## config.mk

```make
export PLATFORM = sky130hd
export DESIGN_NAME = io_buffer
export DESIGN_NICKNAME = d
export VERILOG_FILES = /design/src/rtl/io_buffer.sv
export SDC_FILE = /design/constraint.sdc
export NUM_CORES = 1
export LEC_CHECK = 0
export CAP_MARGIN = 30
export CELL_PAD_IN_SITES_DETAIL_PLACEMENT = 1
export CELL_PAD_IN_SITES_GLOBAL_PLACEMENT = 2
export CORE_MARGIN = 2
export CORE_UTILIZATION = 35
export CTS_BUF_LIST = sky130_fd_sc_hd__clkbuf_8
export CTS_CLUSTER_DIAMETER = 150
export DETAILED_ROUTE_END_ITERATION = 10
export PLACE_DENSITY = 0.93
export SLEW_MARGIN = 15
export SYNTH_ARGS = -nofsm -noshare
export SYNTH_HDL_FRONTEND = slang
export SYNTH_HIERARCHICAL = 1
export SYNTH_SLANG_ARGS = --single-unit
export TNS_END_PERCENT = 10
```

## constraint.sdc

```tcl
create_clock -name i_clk -period 11.4 [get_ports i_clk]
set_input_delay 1.14 -clock i_clk [delete_from_list [all_inputs] [get_ports i_clk]]
set_output_delay 1.14 -clock i_clk [all_outputs]
set_load 0.005 [all_outputs]
```

## src/rtl/io_buffer.sv

```systemverilog
// Memory-mapped I/O buffer: byte-maskable output registers written by the store path,
// plus synchronized and debounced switch/button inputs presented as 32-bit read buffers.
`timescale 1ns/1ps

module io_debounce #(
  parameter int WIDTH  = 18,
  parameter int CYCLES = 16,
  parameter bit INVERT = 1'b0
) (
  input  logic             clk,
  input  logic             rst,
  input  logic [WIDTH-1:0] raw,
  output logic [WIDTH-1:0] stable
);
  localparam int CNT_W = (CYCLES > 1) ? $clog2(CYCLES) : 1;
  localparam logic [CNT_W-1:0] CNT_MAX = CNT_W'(CYCLES - 1);
  localparam logic [WIDTH-1:0] INV_MASK = INVERT ? {WIDTH{1'b1}} : {WIDTH{1'b0}};

  logic [WIDTH-1:0] sync1_reg;
  logic [WIDTH-1:0] sync2_reg;
  logic [WIDTH-1:0] hist_reg;
  logic [WIDTH-1:0] stable_reg;
  logic [CNT_W-1:0] cnt_reg;

  // One counter covers the whole vector: any bit toggling restarts it.
  always_ff @(posedge clk or posedge rst) begin
    if (rst) begin
      sync1_reg  <= '0;
      sync2_reg  <= '0;
      hist_reg   <= '0;
      stable_reg <= '0;
      cnt_reg    <= '0;
    end else begin
      sync1_reg <= raw ^ INV_MASK;
      sync2_reg <= sync1_reg;
      if (sync2_reg != hist_reg) begin
        hist_reg <= sync2_reg;
        cnt_reg  <= '0;
      end else if (cnt_reg < CNT_MAX) begin
        cnt_reg <= cnt_reg + 1'b1;
      end else begin
        stable_reg <= hist_reg;
      end
    end
  end

  assign stable = stable_reg;
endmodule

module io_buffer #(
  parameter int SW_WIDTH        = 18,
  parameter int BTN_WIDTH       = 4,
  parameter int DEBOUNCE_CYCLES = 16,
  parameter bit BTN_ACTIVE_LOW  = 1'b1
) (
  input  logic                 i_clk,
  input  logic                 i_reset,
  input  logic                 i_st_en,
  input  logic [31:0]          i_st_addr,
  input  logic [31:0]          i_st_data,
  input  logic [3:0]           i_st_bmask,
  input  logic                 f_io_valid,
  input  logic [SW_WIDTH-1:0]  i_io_sw,
  input  logic [BTN_WIDTH-1:0] i_io_btn,
  output logic [31:0]          b_io_ledr,
  output logic [31:0]          b_io_ledg,
  output logic [31:0]          b_io_hexl,
  output logic [31:0]          b_io_hexh,
  output logic [31:0]          b_io_lcd,
  output logic [31:0]          b_io_sw,
  output logic [31:0]          b_io_btn
);
  localparam int NUM_REGS = 5;

  logic                          st_hit;
  logic [3:0]                    st_sel;
  logic [NUM_REGS-1:0][3:0]      lane_we;
  logic [NUM_REGS-1:0][31:0]     regs_reg;
  logic [SW_WIDTH-1:0]           sw_db;
  logic [BTN_WIDTH-1:0]          btn_db;
  logic                          unused_addr_bits;

  // Address bits [11:0] alias within each 4 KB register window.
  assign unused_addr_bits = ^i_st_addr[11:0];
  assign st_hit = i_st_en && f_io_valid && (i_st_addr[31:16] == 16'h1000);
  assign st_sel = i_st_addr[15:12];

  genvar gi, gj;
  generate
    for (gi = 0; gi < NUM_REGS; gi++) begin : g_reg
      for (gj = 0; gj < 4; gj++) begin : g_lane
        assign lane_we[gi][gj] = st_hit && (st_sel == 4'(gi)) && i_st_bmask[gj];
      end
    end
  endgenerate

  always_ff @(posedge i_clk or posedge i_reset) begin
    if (i_reset) begin
      regs_reg <= '0;
    end else begin
      for (int r = 0; r < NUM_REGS; r++) begin
        for (int k = 0; k < 4; k++) begin
          if (lane_we[r][k]) regs_reg[r][8*k +: 8] <= i_st_data[8*k +: 8];
        end
      end
    end
  end

  assign b_io_ledr = regs_reg[0];
  assign b_io_ledg = regs_reg[1];
  assign b_io_hexl = regs_reg[2];
  assign b_io_hexh = regs_reg[3];
  assign b_io_lcd  = regs_reg[4];

  io_debounce #(
    .WIDTH  (SW_WIDTH),
    .CYCLES (DEBOUNCE_CYCLES),
    .INVERT (1'b0)
  ) u_sw_db (
    .clk    (i_clk),
    .rst    (i_reset),
    .raw    (i_io_sw),
    .stable (sw_db)
  );

  io_debounce #(
    .WIDTH  (BTN_WIDTH),
    .CYCLES (DEBOUNCE_CYCLES),
    .INVERT (BTN_ACTIVE_LOW)
  ) u_btn_db (
    .clk    (i_clk),
    .rst    (i_reset),
    .raw    (i_io_btn),
    .stable (btn_db)
  );

  assign b_io_sw  = 32'(sw_db);
  assign b_io_btn = 32'(btn_db);
endmodule

```

# [Yosys cells after proc, flatten, opt, wreduce, memory -nomap -nowiden]
# Index checks and enable logic that the tools add are counted.
[word_totals] output_inout_bits=224 ff_bits=256 in_bits=94 word_cells=82
[classes] eq_ne=7 bitwise=5 magnitude_cmp=2 add_sub_neg=2 n_mux=4 n_reduce_logical=32
[ops] cell="$logic_and 1x1->1" n=27
[ops] cell="$ne 18x18->1" n=1
[ops] cell="$eq 16x13->1 const B" n=1
[ops] cell="$mux 4" n=4
[ops] cell="$add 4x1->4 const B" n=2
[ops] cell="$eq 4x2->1 const B" n=2
[ops] cell="$lt 4x4->1 const B" n=2
[ops] cell="$eq 4x1->1 const B" n=1
[ops] cell="$eq 4x3->1 const B" n=1
[ops] cell="$logic_not 4->1" n=1
[ops] cell="$ne 4x4->1" n=1
[ops] cell="$not 1->1" n=4
[ops] cell="$not 4->4" n=1
[ops] cell="$reduce_and 2->1" n=2
[ops] cell="$reduce_bool 2->1" n=2

# [Logic depth before layout (Yosys ltp)]
[logic_depth] word_depth=4 depth_mapped=6 mapped_depth_nobuf=5

# [Cells and area by module]
# Netlist, hierarchy kept.
[modules_own_cells] mod="io_buffer" cells_each=416 instances=1 area_per_inst_um2=7014.2
[modules_own_cells] mod="io_debounce at u_sw_db" cells_each=154 instances=1 area_per_inst_um2=2489.9
[modules_own_cells] mod="io_debounce at u_btn_db" cells_each=53 instances=1 area_per_inst_um2=721.9

# [Worst setup path before layout]
# OpenSTA, ideal clock, no wires.
[synth_timing] kind="input to register" startpoint="input i_st_addr[26]" endpoint="register regs_reg (netlist bit b_io_hexh[24])" setup_time_ps=125 cell_stages=5 path_slack_ps=8456 t_arrival_ps=2819 path_buffers=2 path_cell_list="or3_1 buf_2 buf_6 nor4_4 mux2_4"
[synth_between] elab_chain_len=4
[synth_rtl] element="start, declared" line_no="59" source="input logic [31:0] i_st_addr,"
[synth_rtl] element="$eq 16x13->1" line_no="85" source="assign st_hit = i_st_en && f_io_valid && (i_st_addr[31:16] == 16'h1000);"
[synth_rtl] element="$logic_and 1x1->1" line_no="85"
[synth_rtl] element="$logic_and 1x1->1 (2 in series)" line_no="92" source="assign lane_we[gi][gj] = st_hit && (st_sel == 4'(gi)) && i_st_bmask[gj];"
[synth_rtl] element="end signal, assigned by index" line_no="103" source="if (lane_we[r][k]) regs_reg[r][8*k +: 8] <= i_st_data[8*k +: 8];"
[synth_rtl] element="end, declared" line_no="78" source="logic [NUM_REGS-1:0][31:0] regs_reg;"
# No other way between the ends.
# A chain may end at the register's enable or synchronous reset.

# [Final worst setup path]
[layout_timing] startpoint="input i_st_addr[25]" endpoint="register regs_reg (netlist bit b_io_ledg[22])"
# The elaborated chain is that of the path after synthesis.

==> summary.md <==
| Metric | Value |
|---|---|
| Per-instance average area after synthesis | 16.4 sq um |
| Number of gates resized after cts | 0 |
| Post-route clock period utilization | 30.3% |
| Slowest-stage cell, CP | nor4_4 |
| Synth cell types | 39 |
| Final Hold Fails | 0 |
| Ranking of synthesized cells by instance count | dfrtp_1 (256), mux2_4 (80), mux2_1 (51), mux2_2 (51), buf_4 (42) |
| CTS buffer count | 44 |
| Cell area after placement | 13100 sq um |
| DR vias | 6049 |
| Cell chain of the critical path | clkdlybuf4s50_1 -> nor4_4 -> nand4_4 -> nor4_4 -> mux2_4 |
| Detailed Place HPWL | 19200 microns |
| Post-synth top area share | 62.6% |
| Worst hold start | u_sw_db/sync1_reg[2] |
| Residual DRC count | 0 |
| Cell Int Power | 1.42 mW |
| Leftover overflow at the end of global routing | 0 |
| Unrepaired setup endpoints after global routing | no |
| Vias in the first global route | 6898 |
| Result of the run | finished, final reports clean |
| Die span in y | 175 microns |
| Element type at the critical path start | input pin |
| TritonCTS clock tree | built |
| Crit Path Class | in2reg |
| Destination of the worst register-to-register timing path | u_sw_db/stable[15] |
| Pin count of the biggest net entering global routing | 91 |
| Worst Hold Depth | 0 |
| Number of clock sinks | 256 |
| Share of power burned in registers | 50.5% |
| Worst slack on hold paths | 0.348 ns |
| Number of iterations in the first detailed-routing pass | 4 |
| Layout cells sized above 1 | 24.2% |
| Antenna diodes | 0 |
| Setup fix buffers added after clock tree synthesis | 0 |
| Cell seen most often among critical-path stages | nor4_4 |
| Die Footprint | 30600 sq um |
| Fin Setup TNS | 0 ns |
| Clock tree root buffer cell | clkbuf_8 |
| Capturing element type of the critical path | flop |
| Area of the core region | 28700 sq um |
| Setup violation total in the final timing report | 0 |
| Quantity of hold-fixing buffers added after cts | 0 |
| Reg-to-reg setup timing slack | 8.79 ns |
| Total I/O pin count | 318 |
| Combinational share of power | 4.4% |
| Class of the tightest hold or removal check | reg2reg |
| Total of flip-flops plus latches after synthesis | 256 |
| Max Transition Viols Final | 0 |
| Leakage | 6.61 nW |
| Prevailing post-synth register cell | dfrtp_1 |
| Total Nets Final | 1004 |
| DR WL/cell | 20.4 microns |
| Synth area leader | dfrtp_1 |
| Relative slew slack | 32.7% |
| Number of enable-type register cells in the synthesized netlist | 0 |
| Ys async rst share | 100% |
| Worst skew pair latency | 0.53 ns |
| Sequential-to-total area share from yosys stat | 62.6% |
| Netlist area before placement | 10200 sq um |
| Clock Path Buffers | 3 |
| GRT Overall Usage | 17.7% |
| Port-buffer cells | 263 |
| Maximum achievable frequency | 290 MHz |
| Min Tclk post-route | 3.45 ns |
| Worst Skew | 0.0267 ns |
| Signal arrival time at the worst endpoint | 3.86 ns |
| Max Cap Violations | 0 |
| Required time of the critical path | 11.81 ns |
| Layout overhead on the synthesized area | 37.3% |
| Drt first-iter violations | 213 |
| Most frequently used cell type in the post-synthesis netlist | dfrtp_1 |
| Endpoint with the worst hold slack | u_sw_db/sync2_reg[2] |
| Share of total power consumed by net switching | 22.8% |
| H-tree level count | 2 |
| Initial antenna violation count | 0 |
| Global-route wire length before repair | 41800 microns |
| Net load switching power | 419 uW |
| Initial standard-cell utilization of the core | 35.6% |
| WL final | 27000 microns |
| Horizontal die dimension | 175 microns |
| Worst path bufs/invs | 1 |
| Crit path from | i_st_addr[25] |
| Pwr dens | 131 nW/um^2 |
| Clock-pin transition on the worst setup and hold timing paths | 0.06 ns |
| Cell type group with the largest total delay on the critical path | simple AND/OR/NAND/NOR gates |
| Maximum vdd drop | 72.4 uV |
| Cells taking the most area after synthesis | dfrtp_1 (63%), mux2_4 (12%), mux2_1 (5.6%) |
| Fraction of power consumed by the clock network | 45.1% |
| Count of synthesis-stage warnings from yosys | 6 |
| Critical R2R Launch | u_sw_db/hist_reg[16] |
| Cell count after synthesis | 623 |
| Rows | 62 |
| Final design area excluding fillers | 14000 sq um |
| Count of cells along the worst register-to-register path | 5 |
| Slew at the pin closest to its max-slew limit | 1.00 ns |
| Max incr delay on CP | 1.01 ns |
| Detail Route Antenna Nets | 0 |
| Number of vias per cell after detailed routing | 4.57 |
| Critical path fanouts, max | 16 |
| Routability Congestion | 0.779 |
## cells by family (layout without fill, tap and decap cells)
family / Yosys count / count (layout) / share of synthesized area [%]
and+or+nand+nor: 74 / 74 / 6.89
xor gates and xnor gates: 24 / 24 / 2.06
adders and majority gates: 2 / 2 / 0.245
muxes: 184 / 184 / 23.2
DFF: 256 / 256 / 62.6
buffers and inverters: 80 / 357 / 4.83
AOI/OAI and AO/OA: 2 / 2 / 0.122
other: 1 / 42 / 0.0367
## worst max path at each step
stage,end,depth (start not counted)
finish,b_io_ledg[22],5
global route,b_io_ledr[16],5
CTS,b_io_hexh[14],5
detailed placement,b_io_hexh[14],5
global placement,b_io_hexl[13],5
floorplan,b_io_hexh[0],1
## cells in the final DEF, fill, tap and decap left out, drive strengths merged, types with 3 or more instances in the layout
cell type / netlist / layout
xor2: 16 / 16
buf: 46 / 8
nand2: 4 / 4
inv: 7 / 21
nor4: 20 / 20
clkdlybuf4s50: 0 / 263
and3: 3 / 3
clkbuf: 27 / 56
nor3b: 3 / 3
nand4: 3 / 3
clkinv: 0 / 6
xnor2: 8 / 8
nor3: 6 / 6
nand2b: 6 / 6
nand3: 8 / 8
dfrtp: 256 / 256
or4: 4 / 4
mux2: 182 / 182
conb: 1 / 42
nor2: 10 / 10
## routing by layer
metal / global-route usage (%) / routed length [microns] / vias up
met5: 0 / 0 / -
met4: 3.78 / 353 / 0
met3: 6.46 / 2180 / 36
met2: 30.5 / 13500 / 229
met1: 21.3 / 10900 / 3133
li1: - / - / 2651
## layout make-up
cell class / count / area, sq um
Fill cell: 2820 / 14700
Sequential cell: 256 / 6410
Multi-Input combinational cell: 328 / 3480
Timing Repair Buffer: 271 / 2740
Clock buffer: 56 / 771
Tap cell: 384 / 480
Clock inverter: 23 / 128
Inverter: 7 / 31.3
## power groups by stage
stage / combinational (mW) / clock [mW] / sequential, mW
after global placement: 0.0783 / 0 / 0.943
after detailed placement: 0.0803 / 0 / 0.945
after floorplan: 0.0446 / 0 / 0.943
after CTS: 0.0808 / 0.863 / 0.929
after global routing: 0.0894 / 0.904 / 0.929
final: 0.0809 / 0.829 / 0.929
## stage by stage
step	worst slack, ns	power (mW)	cells	util, %
floorplan	5.94	0.987	664	-
global placement	7.37	1.02	1241	45.5
detailed placement	7.33	1.03	1242	45.5
CTS	7.91	1.87	1321	48.6
global route	7.88	1.92	1325	48.9
finish	7.95	1.84	1325	48.9
Note: power is estimated with default switching activity, not from simulation.
